===== src/rtl/serial_checking_sink_if.sv =====
// ============================================================================
//  Module      : serial_checking_sink_if
//  Description : Router-output-to-sink bundle: serial flit line in, backpressure
//                and receive statistics out.
//  Revision    : 1.0
// ============================================================================
`default_nettype none

interface serial_checking_sink_if #(
    parameter int FLIT_WIDTH = 16
);
    logic                  serial_in;
    logic                  channel_busy;
    logic                  flit_valid;
    logic [FLIT_WIDTH-1:0] flit_data;
    logic [19:0]           flit_count;
    logic [15:0]           err_count;
    logic [15:0]           proto_err;
    logic                  misroute;

    // Router side: drives the serial line, observes the sink.
    modport master (
        output serial_in,
        input  channel_busy,
        input  flit_valid,
        input  flit_data,
        input  flit_count,
        input  err_count,
        input  proto_err,
        input  misroute
    );

    // Sink side.
    modport slave (
        input  serial_in,
        output channel_busy,
        output flit_valid,
        output flit_data,
        output flit_count,
        output err_count,
        output proto_err,
        output misroute
    );
endinterface

`default_nettype wire


===== src/rtl/serial_checking_sink.sv =====
// ============================================================================
//  Module      : serial_checking_sink
//  Description : Endpoint for one router output port. Deserializes start-bit
//                framed flits (LSB first), checks the destination field against
//                the sink id, keeps saturating flit / error / protocol counters
//                and inserts LFSR-driven stalls gated by HOSPITALITY.
//  Options     : `define PARITY_CHECK_EN adds an even-parity bit after the data.
//  Revision    : 1.0
// ============================================================================
`default_nettype none

module serial_checking_sink #(
    parameter int         id          = 0,
    parameter int         FLIT_WIDTH  = 16,
    parameter int         DEST_LSB    = 0,
    parameter int         DEST_WIDTH  = 4,
    parameter int         HOSPITALITY = 255,
    parameter logic [7:0] SEED        = 8'hA5
) (
    input  wire logic               clk,
    input  wire logic               reset,
    serial_checking_sink_if.slave   bus
);

    localparam int CNT_W = $clog2(FLIT_WIDTH) + 1;
`ifdef PARITY_CHECK_EN
    localparam int LAST_BIT = FLIT_WIDTH;        // parity bit follows the data
`else
    localparam int LAST_BIT = FLIT_WIDTH - 1;
`endif

    typedef enum logic [1:0] {
        S_IDLE  = 2'd0,
        S_SHIFT = 2'd1,
        S_DONE  = 2'd2,
        S_STALL = 2'd3
    } state_t;

    state_t                state_q, state_d;
    logic [CNT_W-1:0]      bit_cnt_q, bit_cnt_d;
    logic [FLIT_WIDTH-1:0] shift_q, shift_d;
    logic [FLIT_WIDTH-1:0] flit_data_q, flit_data_d;
    logic                  parity_ok_q, parity_ok_d;
    logic [7:0]            lfsr_q, lfsr_d;
    logic [19:0]           flit_count_q, flit_count_d;
    logic [15:0]           err_count_q, err_count_d;
    logic [15:0]           proto_err_q, proto_err_d;
    logic                  misroute_q, misroute_d;
    logic [7:0]            lfsr_next;
    logic                  parity_good;

    // 8-bit Fibonacci LFSR, taps 8,6,5,4 (maximal length, never reaches zero).
    assign lfsr_next = {lfsr_q[6:0], lfsr_q[7] ^ lfsr_q[5] ^ lfsr_q[4] ^ lfsr_q[3]};

`ifdef PARITY_CHECK_EN
    // Even parity: the parity bit equals the XOR of all data bits.
    assign parity_good = ((^shift_q) == bus.serial_in);
`else
    assign parity_good = 1'b1;
`endif

    // Next-state and counter update logic.
    always_comb begin
        state_d      = state_q;
        bit_cnt_d    = bit_cnt_q;
        shift_d      = shift_q;
        flit_data_d  = flit_data_q;
        parity_ok_d  = parity_ok_q;
        lfsr_d       = lfsr_q;
        flit_count_d = flit_count_q;
        err_count_d  = err_count_q;
        proto_err_d  = proto_err_q;
        misroute_d   = misroute_q;

        case (state_q)
            S_IDLE: begin
                if (bus.serial_in) begin
                    state_d   = S_SHIFT;
                    bit_cnt_d = '0;
                end
            end

            S_SHIFT: begin
                // The parity bit position (if any) is beyond the data register.
                if (bit_cnt_q < CNT_W'(FLIT_WIDTH)) begin
                    shift_d[bit_cnt_q[CNT_W-2:0]] = bus.serial_in;
                end
                bit_cnt_d = bit_cnt_q + 1'b1;
                if (bit_cnt_q == CNT_W'(LAST_BIT)) begin
                    // Publish the flit so it is valid in the same cycle as the pulse.
                    state_d     = S_DONE;
                    flit_data_d = shift_d;
                    parity_ok_d = parity_good;
                end
            end

            S_DONE: begin
                lfsr_d  = lfsr_next;
                state_d = S_STALL;
                if (parity_ok_q) begin
                    if (flit_count_q != '1) flit_count_d = flit_count_q + 1'b1;
                    if (flit_data_q[DEST_LSB +: DEST_WIDTH] != DEST_WIDTH'(id)) begin
                        if (err_count_q != '1) err_count_d = err_count_q + 1'b1;
                        misroute_d = 1'b1;
                    end
                end else begin
                    if (err_count_q != '1) err_count_d = err_count_q + 1'b1;
                end
            end

            S_STALL: begin
                // A start bit while we are still busy is a sender violation; it is dropped.
                if (bus.serial_in && (proto_err_q != '1)) proto_err_d = proto_err_q + 1'b1;
                if (int'(lfsr_q) > HOSPITALITY) begin
                    lfsr_d = lfsr_next;
                end else begin
                    state_d = S_IDLE;
                end
            end

            default: state_d = S_IDLE;
        endcase
    end

    // State and datapath registers, asynchronous active-low reset.
    always_ff @(posedge clk or negedge reset) begin
        if (!reset) begin
            state_q      <= S_IDLE;
            bit_cnt_q    <= '0;
            shift_q      <= '0;
            flit_data_q  <= '0;
            parity_ok_q  <= 1'b0;
            lfsr_q       <= SEED;
            flit_count_q <= '0;
            err_count_q  <= '0;
            proto_err_q  <= '0;
            misroute_q   <= 1'b0;
        end else begin
            state_q      <= state_d;
            bit_cnt_q    <= bit_cnt_d;
            shift_q      <= shift_d;
            flit_data_q  <= flit_data_d;
            parity_ok_q  <= parity_ok_d;
            lfsr_q       <= lfsr_d;
            flit_count_q <= flit_count_d;
            err_count_q  <= err_count_d;
            proto_err_q  <= proto_err_d;
            misroute_q   <= misroute_d;
        end
    end

    // Busy covers the whole frame, the DONE cycle and any stall.
    assign bus.channel_busy = (state_q != S_IDLE);
    assign bus.flit_valid   = (state_q == S_DONE) && parity_ok_q;
    assign bus.flit_data    = flit_data_q;
    assign bus.flit_count   = flit_count_q;
    assign bus.err_count    = err_count_q;
    assign bus.proto_err    = proto_err_q;
    assign bus.misroute     = misroute_q;

endmodule

`default_nettype wire

===== src/flat_wrapper.sv =====
// flat-port wrapper written by rule: the top's interface ports become plain ports
module serial_checking_sink_flat 
#(
    parameter int         id          = 0,
    parameter int         FLIT_WIDTH  = 16,
    parameter int         DEST_LSB    = 0,
    parameter int         DEST_WIDTH  = 4,
    parameter int         HOSPITALITY = 255,
    parameter logic [7:0] SEED        = 8'hA5
)
  (clk, reset, bus_serial_in, bus_channel_busy, bus_flit_valid, bus_flit_data, bus_flit_count, bus_err_count, bus_proto_err, bus_misroute);
  serial_checking_sink_if #(.FLIT_WIDTH(FLIT_WIDTH)) bus_i ();
  input  wire logic clk;
  input  wire logic reset;
  input wire logic [$bits(bus_i.serial_in)-1:0] bus_serial_in;
  output wire logic [$bits(bus_i.channel_busy)-1:0] bus_channel_busy;
  output wire logic [$bits(bus_i.flit_valid)-1:0] bus_flit_valid;
  output wire logic [$bits(bus_i.flit_data)-1:0] bus_flit_data;
  output wire logic [$bits(bus_i.flit_count)-1:0] bus_flit_count;
  output wire logic [$bits(bus_i.err_count)-1:0] bus_err_count;
  output wire logic [$bits(bus_i.proto_err)-1:0] bus_proto_err;
  output wire logic [$bits(bus_i.misroute)-1:0] bus_misroute;
  assign bus_i.serial_in = bus_serial_in;
  assign bus_channel_busy = bus_i.channel_busy;
  assign bus_flit_valid = bus_i.flit_valid;
  assign bus_flit_data = bus_i.flit_data;
  assign bus_flit_count = bus_i.flit_count;
  assign bus_err_count = bus_i.err_count;
  assign bus_proto_err = bus_i.proto_err;
  assign bus_misroute = bus_i.misroute;
  serial_checking_sink #(.id(id), .FLIT_WIDTH(FLIT_WIDTH), .DEST_LSB(DEST_LSB), .DEST_WIDTH(DEST_WIDTH), .HOSPITALITY(HOSPITALITY), .SEED(SEED)) u_core (.clk(clk), .reset(reset), .bus(bus_i));
endmodule

===== config.mk =====
export PLATFORM = sky130hd
export DESIGN_NAME = serial_checking_sink_flat
export DESIGN_NICKNAME = d
export VERILOG_FILES = /design/src/rtl/serial_checking_sink_if.sv /design/src/rtl/serial_checking_sink.sv /design/src/flat_wrapper.sv
export SDC_FILE = /design/constraint.sdc
export NUM_CORES = 1
export LEC_CHECK = 0
export ABC_AREA = 1
export BUFFER_PORTS_ARGS = -buffer_cell sky130_fd_sc_hd__buf_2
export CAP_MARGIN = 20
export CORE_UTILIZATION = 60
export CTS_BUF_LIST = sky130_fd_sc_hd__clkbuf_8 sky130_fd_sc_hd__clkbuf_16
export DETAILED_ROUTE_END_ITERATION = 8
export PLACE_DENSITY = 0.83
export SLEW_MARGIN = 20
export SYNTH_ARGS = -nofsm -noshare
export SYNTH_HDL_FRONTEND = slang
export SYNTH_SLANG_ARGS = --single-unit

===== constraint.sdc =====
create_clock -name clk -period 2.63 [get_ports clk]
set_input_delay 0.526 -clock clk [delete_from_list [all_inputs] [get_ports clk]]
set_output_delay 0.526 -clock clk [all_outputs]
set_load 0.01 [all_outputs]

# Yosys cells after proc, flatten, opt, wreduce, memory -nomap -nowiden

Cells that the tools add are included.

Eq/ne operators: 10
Add/subtract/negate cells: 4
Order comparisons: 3
Reduce and logical (&&, ||, !) cells: 14
Muxes and demuxes: 12

Operators by type and width:

| kind                                                 | number |
|---|---|
| 2-to-1 mux 16 bit                                    | 4 |
| adder 16 x 1 -> 16 bit (second input constant)       | 2 |
| != test 16 bit (second input constant)               | 2 |
| adder 20 x 1 -> 20 bit (second input constant)       | 1 |
| != test 20 bit (second input constant)               | 1 |
| bitwise mux 16 bit                                   | 1 |
| one-hot mux 5 bit (2 select lines)                   | 1 |
| AND reduction 2 bit                                  | 5 |
| one-hot mux 2 bit (4 select lines)                   | 1 |
| AND reduction 3 bit                                  | 2 |
| adder 5 x 1 -> 5 bit (second input constant)         | 1 |
| equality test 5 x 4 -> 1 bit (second input constant) | 1 |
| < comparator 4 x 5 -> 1 bit (second input constant)  | 1 |
| < comparator 5 bit (second input constant)           | 1 |
| 2-to-1 mux 5 bit                                     | 1 |
| demux 1 bit (select 4 bit)                           | 1 |
| equality test 2 bit (second input constant)          | 2 |
| >= comparator 4 x 1 -> 1 bit (second input constant) | 1 |
| 2-to-1 mux 2 bit                                     | 2 |
| != test 2 bit (second input constant)                | 2 |
| nonzero test 2 bit                                   | 2 |
| nonzero test 4 bit                                   | 1 |
| logical AND 1 bit                                    | 3 |
| equality test 2 x 1 -> 1 bit (second input constant) | 1 |
| other kinds (3)                                      | 3 |

Bits in registers: 93
Bits of input ports: 3
Logic and storage cells: 52
Output and inout bits: 71

# Longest topological paths before layout

Gate-level depths: netlist of run 1.

Depth in word-level cells: 6
Mapped depth: 11
Depth with buffers taken out: 10

# Worst setup path before layout of run 1

Ideal clock, no wire load.

Kind: register to register
From: register u_core.flit_count_q[0] (netlist: u_core.bus.flit_count[0])
To: register u_core.flit_count_q[13] (netlist: u_core.bus.flit_count[13])
Period minus slack after synthesis: 1.664 ns
Required time: 2.513 ns
Cell stages (with the launch flop): 10
Path slack: 0.966 ns
Path buffers: 1
Library setup time: 0.117 ns
Data arrival time: 1.547 ns
Cells stage by stage: dfrtp_1 > ha_1 > inv_1 > nor2_2 > nand2_2 > nor2_4 > a21oi_2 > buf_2 > nand2_1 > nand2_1

Longest elaborated chain between the ends: 2
Elaborated cells on any way between the ends: 3
Those cells by class: add/sub: 1; eq/ne: 1; reduce/logical: 1

Ends and longest elaborated chain:

| what                                                           | line                        | RTL |
|---|---|---|
| start: declaration                                             | serial_checking_sink.sv:45  | `logic [19:0] flit_count_q, flit_count_d;` |
| start signal: assignment                                       | serial_checking_sink.sv:145 | `flit_count_q <= flit_count_d;` |
| branches (longest 2 deep; another with adder 20 x 1 -> 20 bit) | n/a                         |  |

Parallel ways; which one is timed is not known.
A chain may end at the register's enable or synchronous reset.

# Worst setup path after layout of run 1

From: register u_core.state_q[0]
To: output bus_flit_valid

Longest elaborated chain between the ends: 2

Ends and longest elaborated chain:

| what                     | line                        | RTL |
|---|---|---|
| start: declaration       | serial_checking_sink.sv:39  | `state_t state_q, state_d;` |
| start signal: assignment | serial_checking_sink.sv:139 | `state_q <= state_d;` |
| equality test 2 bit      | serial_checking_sink.sv:154 | `assign bus.flit_valid = (state_q == S_DONE) && parity_ok_q;` |
| logical AND 1 bit        | serial_checking_sink.sv:154 |  |
| end: declaration         | flat_wrapper.sv:17          | `output wire logic [$bits(bus_i.flit_valid)-1:0] bus_flit_valid;` |

Every way passes these cells.

==> flow_summary_export.csv, run 1 <==
group,metric,value,unit
grt,grt_pass1_wl,18860,µm
critical_path,critPathMaxStageDelay,0.43,ns
critical_path,cp_top_family,"buffers and inverters",
timing,max_freq,0.4706,GHz
placement,gp_congestion,0.9130,
clocking,cts_tree,"built",
placement,port_buffers,73,
synth,yosysWarnings,0,
grt,grtUsageTotal,26.71,%
grt,grt_pass1_vias,4340,
critical_path,cp.arrival,1.60,ns
clocking,hold_buffers,0,
synth,synth-simple-area-share,35.64,%
routing,drt_iter0_drc,241,
routing,antenna_left,0,
synth,synth_ff_type,"dfrtp_1",
critical_path,crit_required,2.10,ns
die,dieArea,0.009017,mm²
synth,synth_xor_area_share,5.405,%
critical_path,r2r_start,"u_core.bus.proto_err[0]$_DFFE_PN0P_",
final_layout,drive_gt1_share,14.03,%
die,die_y,94.96,µm
timing,fin_crit_sh,80.79,%
power_and_ir_drop,p_leak,2.940,nW
placement,dpl.hpwl,8054,µm
synth,synthesis.nets,717,
synth,syn_area,0.005185,mm²
worst_hold_path,hold_class,"input port to async pin",
timing,slew_violations,0,
clocking,cts_max_level,3,
routing,viasPerCell,5.312,
synth,synth.avg_cell_area,7.397,µm²
die,die_w,94.96,µm
synth,async_flop_share,100.0,%
final_layout,n_antenna_cell,0,
grt,antenna_found_initial,0,
routing,vias,4685,
timing,skew,0.008629,ns
final_layout,finalNetCount,788,
synth,synth_top_family_by_area,"simple AND/OR/NAND/NOR gates",
routing,post_drt_wl_per_cell,12.64,µm
critical_path,path_cells,"inv_1, ha_1, nand2_1, inv_1, buf_2",
placement,place_area,0.005623,mm²
synth,syn_inst,701,
clocking,cts_max_path_buffers,2,
routing,wirelength,11150,µm
critical_path,crit_buf_inv,3,
synth,synth-compound-area-share,4.368,%
die,core_area,0.008299,mm²
timing,hold_viol,0,
synth,ys_seq_area_share,44.88,%
timing,tightestPinTransition,0.6835,ns
synth,synth_edf_count,0,
final_layout,area_delta_synth_final,13.08,%
synth,synth-adder-area-share,3.137,%
critical_path,worstPathMaxFanout,4,
timing,fin_ws,0.5053,ns
critical_path,critPathCaptureType,"output port",
clocking,clk_pin_slew,0.09,ns
routing,first_pass_iters,5,
clocking,clkSinkCount,93,
placement,pre_cts_ws,0.6872,ns
timing,fin_setup_tns,0,ns
synth,synth_cell_type_count,29,
critical_path,worstSetupPathType,"flip-flop to output port",
critical_path,crit_path_frequent_cell,"inv_1",
critical_path,crit_slowest_cell,"dfrtp_1",
grt,overflow,0,
clocking,insertion_delay,0.37,ns
die,initial_utilization,62.48,%
power_and_ir_drop,p_total,0.004213,W
die,ios,74,
outcome,outcome,"complete, no violations",
critical_path,crit_path_start_kind,"flip-flop",
clocking,numCtsBuffers,9,
synth,ys_ff_latch,93,
final_layout,finalInstanceArea,0.005863,mm²
critical_path,startpoint,"u_core.state_q[0]$_DFFE_PN0P_",
clocking,root_buffer,"clkbuf_8",
power_and_ir_drop,pwr_density_cell,718.6,mW/mm²
power_and_ir_drop,peakVddDrop,0.5240,mV
timing,fin_crit,2.125,ns
timing,relSlewSlack,54.43,%
final_layout,fill_cells,710,
timing,hold-worst-slack,0.1125,ns
clocking,cts_resized,0,
clocking,cts_setup_buffers,0,
grt,grt_max_degree,57,
job,maxCapViolCount,0,
synth,synthMuxAreaShare,0,%
die,rows,33,
routing,drc_errors,0,
timing,rsz0062_at_grt,"no",
timing,setup_viol,0,
kinds of logic after synthesis:
family                   Yosys count
AND/OR/NAND/NOR                  439
XOR/XNOR                          32
adder cells (fa/ha/maj)           13
AO/OA/AOI/OAI                     43
buffers and inverters             81
flip-flops                        93
cells in the mapped netlist (all sizes together), types with 3 or more instances:
library cell	instances	share of area (%)
nand3b	3	0.43
a21oi	6	0.65
xnor2	17	2.9
o21ai	33	3.2
clkbuf	5	0.36
xor2	15	2.5
nand3	76	7.4
nor2	68	5.6
buf	11	1.5
nand4	11	1.3
dfrtp	93	45
nand2	271	20
inv	65	4.7
ha	13	3.1
nor3	8	0.77
registers in the layout (all words and copies together), names as in the netlist:
| register | count |
|---|---|
| u_core.parity_ok_q | 1 |
| u_core.bus.proto_err | 16 |
| u_core.shift_q | 16 |
| u_core.bus.flit_data | 16 |
| u_core.bit_cnt_q | 5 |
| u_core.bus.err_count | 16 |
| u_core.state_q | 2 |
| u_core.bus.misroute | 1 |
| u_core.bus.flit_count | 20 |
cells in the final DEF, fill, tap and decap left out, types with 5 or more instances in the layout:
master,instances
nand2_1,266
dfrtp_1,93
nand3_1,75
buf_2,72
inv_1,62
nor2_1,61
o21ai_0,22
xnor2_1,17
xor2_1,15
ha_1,13
nand4_1,11
o21ai_1,11
clkbuf_8,10
nor3_1,8
nand2_2,5
inv_2,5
a21oi_1,5
final cells by class:
class	instances	area [µm²]	share of cell area [%]
sequential	93	2327	39.69
timing repair buffer	76	402.9	6.872
inverter	65	244.0	4.161
multi-input combinational	527	2517	42.94
clock buffer	10	137.6	2.347
clock inverter	6	102.6	1.750
tap	105	131.4	2.241
worst paths after layout:
path / to / slack, ns / depth (start not counted)
max: bus_flit_valid / 0.51 / 5
min: u_core.bus.err_count[6]$_DFFE_PN0P_ / 0.11 / 1
max reg2reg: u_core.bus.proto_err[8]$_DFFE_PN0P_ / 0.68 / 9
min reg2reg: u_core.bus.flit_data[7]$_DFFE_PN0P_ / 0.48 / 2
max in group asynchronous: u_core.shift_q[4]$_DFFE_PN0P_ / 1.85 / 2
min in group clk: u_core.bus.flit_data[7]$_DFFE_PN0P_ / 0.48 / 2
per-layer routing:
layer / share of wire [%] / vias up / global-route usage (%)
met4: 2.0 / 0 / 11.62
met1: 46 / 2185 / 33.85
met3: 4.2 / 20 / 3.623
met2: 48 / 128 / 45.50
met5: 0 / - / 0
li1: - / 2352 / -
worst register-to-register path, cell delays in order (launching register included):
cell and delay (ns):
dfrtp_1 0.41, ha_1 0.24, nand3_1 0.14, inv_1 0.06, nand2_1 0.14, nor2_2 0.08
nor2_4 0.33, nand2_2 0.26, nand2_1 0.12, o21ai_1 0.07
stage by stage:
step	util [%]	std cells
CTS	70.65	882
global route	70.65	882
detailed placement	67.75	866
finish	70.65	882
global placement	67.75	866
floorplan	-	701
power breakdown:
part           leakage [nW]  switching, W  internal, W
logic                  1.63      0.000855     0.000402
registers              1.19      0.000169      0.00165
clock network         0.129      0.000489     0.000649
(Power assumes the default switching activity.)
==> run 2: changes to the inputs <==
--- a/config.mk
+++ b/config.mk
@@ -5,13 +5,13 @@
 export SDC_FILE = /design/constraint.sdc
 export NUM_CORES = 1
 export LEC_CHECK = 0
-export ABC_AREA = 1
+export ABC_AREA = 0
 export BUFFER_PORTS_ARGS = -buffer_cell sky130_fd_sc_hd__buf_2
 export CAP_MARGIN = 20
-export CORE_UTILIZATION = 60
+export CORE_UTILIZATION = 52
 export CTS_BUF_LIST = sky130_fd_sc_hd__clkbuf_8 sky130_fd_sc_hd__clkbuf_16
 export DETAILED_ROUTE_END_ITERATION = 8
-export PLACE_DENSITY = 0.83
+export PLACE_DENSITY = 0.77
 export SLEW_MARGIN = 20
 export SYNTH_ARGS = -nofsm -noshare
 export SYNTH_HDL_FRONTEND = slang
==> constraint.sdc (replaced) <==
create_clock -name clk -period 1.89 [get_ports clk]
set_input_delay 0.378 -clock clk [delete_from_list [all_inputs] [get_ports clk]]
set_output_delay 0.378 -clock clk [all_outputs]
set_load 0.01 [all_outputs]
==> flow_summary_export.csv, run 2 <==
group,metric,value,unit
outcome,outcome,"finished with violations",
outcome,violations,"DRC",
timing,max_freq,0.5549,GHz
die,die_y,98.50,µm
synth,synth_edf_count,0,
clocking,cts_max_path_buffers,2,
synth,synth.avg_cell_area,10.64,µm²
synth,synth.top_cell.area_share,48.06,%
critical_path,cp.arrival,1.42,ns
synth,synthTopCellsByArea,"dfrtp_1 48%, xor2_1 5.8%, mux2_2 4.9%",
clocking,insertion_delay,0.35,ns
routing,antenna_left,0,
die,initial_utilization,54.72,%
synth,synthesis.nets,471,
synth,ys_seq_area_share,48.06,%
synth,synth_cell_type_count,53,
synth,synth_ff_type,"dfrtp_1",
grt,grtUsageTotal,21.75,%
timing,fin_setup_tns,0,ns
grt,grt_pass1_wl,17010,µm
synth,yosys.area.top_type,"dfrtp_1",
synth,syn_area,0.004842,mm²
grt,antenna_found_initial,0,
critical_path,crit_path_start_kind,"flip-flop",
routing,post_drt_wl_per_cell,15.04,µm
final_layout,largest_reg_flops,20,
routing,drc_errors,2,
worst_hold_path,min_from,"u_core.bus.err_count[7]$_DFFE_PN0P_",
final_layout,n_antenna_cell,0,
timing,fin_crit,1.802,ns
placement,place_area,0.005466,mm²
routing,first_pass_iters,9,
final_layout,drive_gt1_share,29.60,%
synth,ys_ff_latch,93,
die,dieArea,0.009701,mm²
power_and_ir_drop,peakVddDrop,0.6298,mV
final_layout,utilization,64.76,%
final_layout,area_delta_synth_final,18.35,%
clocking,numCtsBuffers,9,
grt,grt_max_degree,39,
job,maxCapViolCount,0,
synth,synth_commonest_cells,"93 x dfrtp_1, 47 x nor2_1, 32 x xor2_1",
timing,setup_viol,0,
clocking,cts_tree,"built",
clocking,cts_max_level,3,
power_and_ir_drop,p_leak,2.738,nW
timing,tightestPinTransition,0.5008,ns
critical_path,r2r_start,"u_core.state_q[1]$_DFFE_PN0P_",
clocking,root_buffer,"clkbuf_8",
critical_path,startpoint,"u_core.state_q[1]$_DFFE_PN0P_",
worst_hold_path,hold_class,"flip-flop to flip-flop",
timing,fin_crit_sh,95.35,%
routing,vias,3837,
grt,grt_pass1_vias,3523,
die,core_area,0.008848,mm²
grt,overflow,0,
synth,yosysWarnings,0,
final_layout,final_cell_mix,"93 x dfrtp_1, 72 x buf_2, 47 x nor2_1, 32 x xor2_1, 31 x a21oi_1",
final_layout,finalInstanceArea,0.005731,mm²
routing,wirelength,9957,µm
timing,relSlewSlack,66.25,%
placement,port_buffers,73,
timing,hold_viol,0,
routing,drt_iter0_drc,214,
routing,viasPerCell,5.796,
final_layout,finalNetCount,565,
power_and_ir_drop,pwr_density_cell,953.3,mW/mm²
final_layout,final_common_cell,"dfrtp_1",
critical_path,worstPathMaxFanout,6,
timing,skew,0.01068,ns
synth,async_flop_share,100.0,%
critical_path,crit_required,1.51,ns
synth,syn_inst,455,
timing,slew_violations,0,
die,ios,74,
die,die_w,98.50,µm
die,rows,34,
critical_path,worstSetupPathType,"flip-flop to output port",
placement,gp_congestion,0.8689,
critical_path,critPathCaptureType,"output port",
synth,yosysMostFrequentCell,"dfrtp_1",
clocking,clk_pin_slew,0.09,ns
clocking,clkSinkCount,93,
placement,dpl.hpwl,7209,µm
[run 2: worst paths after layout]
check / slack [ns] / cells past startpoint / endpoint
max: 0.09 / 4 / bus_channel_busy
min: 0.50 / 1 / u_core.bus.err_count[7]$_DFFE_PN0P_
max reg2reg: 0.12 / 5 / u_core.shift_q[1]$_DFFE_PN0P_
min reg2reg: 0.50 / 1 / u_core.bus.err_count[7]$_DFFE_PN0P_
max in group asynchronous: 0.80 / 3 / u_core.bus.flit_data[2]$_DFFE_PN0P_
min in group asynchronous: 0.53 / 2 / u_core.bus.proto_err[13]$_DFFE_PN0P_
[run 2: layer usage]
metal / global-route usage [%] / routed length, µm / share of wire [%] / vias up
li1: - / - / - / 1827
met1: 31.13 / 4641 / 47 / 1885
met2: 34.34 / 4776 / 48 / 112
met3: 3.121 / 411 / 4.1 / 13
met4: 7.233 / 128 / 1.3 / 0
met5: 0 / 0 / 0 / -
[run 2: kinds of logic after synthesis]
family / synth area share, %
flip-flops: 48.06
AO/OA/AOI/OAI: 7.106
adder cells (fa/ha/maj): 3.359
buffers and inverters: 2.119
AND/OR/NAND/NOR: 22.74
multiplexers: 9.380
XOR/XNOR: 7.235
[run 2: area by class of cell]
class	count	area (µm²)
Clock buffer	11	151.4
Timing Repair Buffer	97	575.6
Inverter	13	48.80
Sequential cell	93	2327
Clock inverter	5	58.81
Tap cell	108	135.1
Multi-Input combinational cell	335	2434
Fill cell	721	3118
[run 2: worst max-delay path: stages, from the launching register on]
cell and delay [ns]:
dfrtp_1 0.43, inv_1 0.14, ha_2 0.25, inv_1 0.11
buf_2 0.15
[run 2: repair_timing]
action                                 CTS  global route
gates cloned                             0             0
pin swaps                                0             3
setup endpoints to repair                1            11
buffers inserted                         1             2
endpoints found under the hold margin   25             0
hold buffers                             1             0
gates resized for setup                  0             8
[run 2: power by group]
part	internal, W	switching (W)	leakage [nW]
clock network	0.000683	0.000667	0.102
registers	0.00223	0.000240	1.18
logic	0.000716	0.000929	1.45
total	0.00363	0.00183	2.74
[run 2: metrics by stage]
step	std cells	setup slack [ns]	hold slack (ns)	power [W]
after floorplan	455	0.09330	0.08241	0.003500
after global placement	642	0.09851	0.3789	0.004010
after detailed placement	642	-0.0006193	0.3808	0.004081
after CTS	660	0.005367	0.4992	0.005457
after global routing	662	-0.01735	0.5302	0.005813
final	662	0.08782	0.4971	0.005463
==> run 3: changes to the inputs <==
--- a/config.mk
+++ b/config.mk
@@ -8,6 +8,7 @@
 export ABC_AREA = 0
 export BUFFER_PORTS_ARGS = -buffer_cell sky130_fd_sc_hd__buf_2
 export CAP_MARGIN = 20
+export CORE_MARGIN = 5
 export CORE_UTILIZATION = 52
 export CTS_BUF_LIST = sky130_fd_sc_hd__clkbuf_8 sky130_fd_sc_hd__clkbuf_16
 export DETAILED_ROUTE_END_ITERATION = 8
==> flow_summary_export.csv, run 3 (synthesis gave the netlist of run 2 again) <==
group,metric,value,unit
timing,fin_crit_sh,96.02,%
clocking,insertion_delay,0.35,ns
die,die_w,106.5,µm
die,die_y,106.5,µm
placement,pre_cts_ws,0.01366,ns
critical_path,endpoint,"bus_channel_busy",
final_layout,finalNetCount,566,
critical_path,cp.depth,4,
critical_path,startpoint,"u_core.state_q[1]$_DFFE_PN0P_",
timing,rsz0062_at_grt,"yes",
clocking,cts_max_path_buffers,2,
critical_path,worstSetupPathType,"flip-flop to output port",
routing,drt_iter0_drc,215,
timing,tightestPinTransition,0.5067,ns
placement,port_buffers,73,
die,ios,74,
critical_path,cp_top_family,"flip-flops",
final_layout,n_antenna_cell,0,
clocking,clkSinkCount,93,
final_layout,final_cell_mix,"93 x dfrtp_1, 72 x buf_2, 47 x nor2_1, 32 x xor2_1, 31 x a21oi_1",
grt,grt_pass1_wl,17820,µm
timing,skew,0.01270,ns
die,rows,35,
power_and_ir_drop,p_leak,2.773,nW
clocking,numCtsBuffers,9,
die,core_area,0.009153,mm²
clocking,clk_pin_slew,0.09,ns
critical_path,crit_buf_inv,3,
critical_path,critPathCaptureType,"output port",
grt,antenna_found_initial,0,
critical_path,worst-r2r-cell-count,6,
timing,setup_viol,0,
clocking,root_buffer,"clkbuf_8",
routing,viasPerCell,5.646,
critical_path,cp.arrival,1.44,ns
final_layout,largest_reg_flops,20,
critical_path,crit_path_frequent_cell,"inv_1",
critical_path,worstPathMaxFanout,6,
timing,max_freq,0.5510,GHz
clocking,cts_tree,"built",
routing,post_drt_wl_per_cell,15.71,µm
final_layout,final_common_cell,"dfrtp_1",
power_and_ir_drop,peakVddDrop,0.5614,mV
timing,hold_viol,0,
final_layout,drive_gt1_share,30.45,%
timing,relSlewSlack,65.85,%
critical_path,path_cells,"inv_1, ha_2, inv_1, buf_2",
power_and_ir_drop,p_total,0.005699,W
job,maxCapViolCount,0,
critical_path,crit_required,1.51,ns
die,initial_utilization,52.90,%
placement,gp_congestion,0.8699,
routing,drc_errors,0,
worst_hold_path,hold_class,"input port to async pin",
power_and_ir_drop,pwr_density_cell,980.6,mW/mm²
timing,fin_ws,0.07519,ns
critical_path,critPathMaxStageDelay,0.43,ns
final_layout,area_delta_synth_final,20.03,%
grt,grtUsageTotal,19.26,%
routing,wirelength,10470,µm
timing,fin_setup_tns,0,ns
die,dieArea,0.01134,mm²
grt,grt_max_degree,39,
critical_path,r2r_setup_slack,0.08,ns
critical_path,r2r-end,"u_core.bus.err_count[10]$_DFFE_PN0P_",
critical_path,crit_path_start_kind,"flip-flop",
placement,dpl.hpwl,7556,µm
routing,vias,3760,
outcome,outcome,"complete, no violations",
critical_path,r2r_start,"u_core.state_q[0]$_DFFE_PN0P_",
timing,fin_crit,1.815,ns
routing,antenna_left,0,
timing,slew_violations,0,
routing,first_pass_iters,4,
clocking,cts_max_level,3,
grt,grt_pass1_vias,3776,
critical_path,crit_slowest_cell,"dfrtp_1",
grt,overflow,0,
[run 3: metrics by stage]
step	instance area, µm²	hold WS, ns	cells	util, %
after floorplan	4842	0.08241	455	-
after global placement	5490	0.3263	646	59.99
after detailed placement	5490	0.3288	646	59.99
after CTS	5741	0.4791	663	62.72
after global routing	5812	0.5044	666	63.50
final	5812	0.4813	666	63.50
[run 3: how the worst min path moves through the flow]
stage               startpoint                                    to  slack (ns)  depth (start not counted)
floorplan                reset       u_core.bit_cnt_q[0]$_DFFE_PN0P_        0.08                          0
global placement         reset  u_core.bus.proto_err[12]$_DFFE_PN0P_        0.33                          1
detailed placement       reset  u_core.bus.proto_err[10]$_DFFE_PN0P_        0.33                          1
CTS                      reset  u_core.bus.proto_err[10]$_DFFE_PN0P_        0.48                          2
global route             reset  u_core.bus.proto_err[10]$_DFFE_PN0P_        0.50                          2
finish                   reset  u_core.bus.proto_err[10]$_DFFE_PN0P_        0.48                          2
[run 3: metal layers]
| metal | track usage (%) | up-vias | part of all wire [%] |
|---|---|---|---|
| met4 | 6.210 | 0 | 1.1 |
| li1 | - | 1810 | - |
| met2 | 32.67 | 89 | 50 |
| met3 | 4.250 | 12 | 5.0 |
| met5 | 0 | - | 0 |
| met1 | 24.56 | 1849 | 44 |
[run 3: area by class of cell]
| type | count | area, µm² |
|---|---|---|
| multi-input combinational | 335 | 2462 |
| clock inverter | 7 | 115.1 |
| tap | 111 | 138.9 |
| fill | 729 | 3341 |
| inverter | 13 | 48.80 |
| clock buffer | 9 | 123.9 |
| sequential | 93 | 2327 |
| timing repair buffer | 98 | 595.6 |
[run 3: where the power goes]
| group | switching (W) | leakage [nW] | total (W) | internal, W |
|---|---|---|---|---|
| registers | 0.000216 | 1.18 | 0.00245 | 0.00223 |
| clock network | 0.000696 | 0.121 | 0.00157 | 0.000874 |
| logic | 0.000962 | 1.47 | 0.00168 | 0.000721 |
[run 3: what timing repair did]
item                                   4_1_cts  5_1_grt
setup endpoints to repair                    1       18
setup buffers                                0        3
endpoints found under the hold margin       25        0
gates resized for setup                      1       14
pin swaps                                    0        2
hold buffers                                 1        0
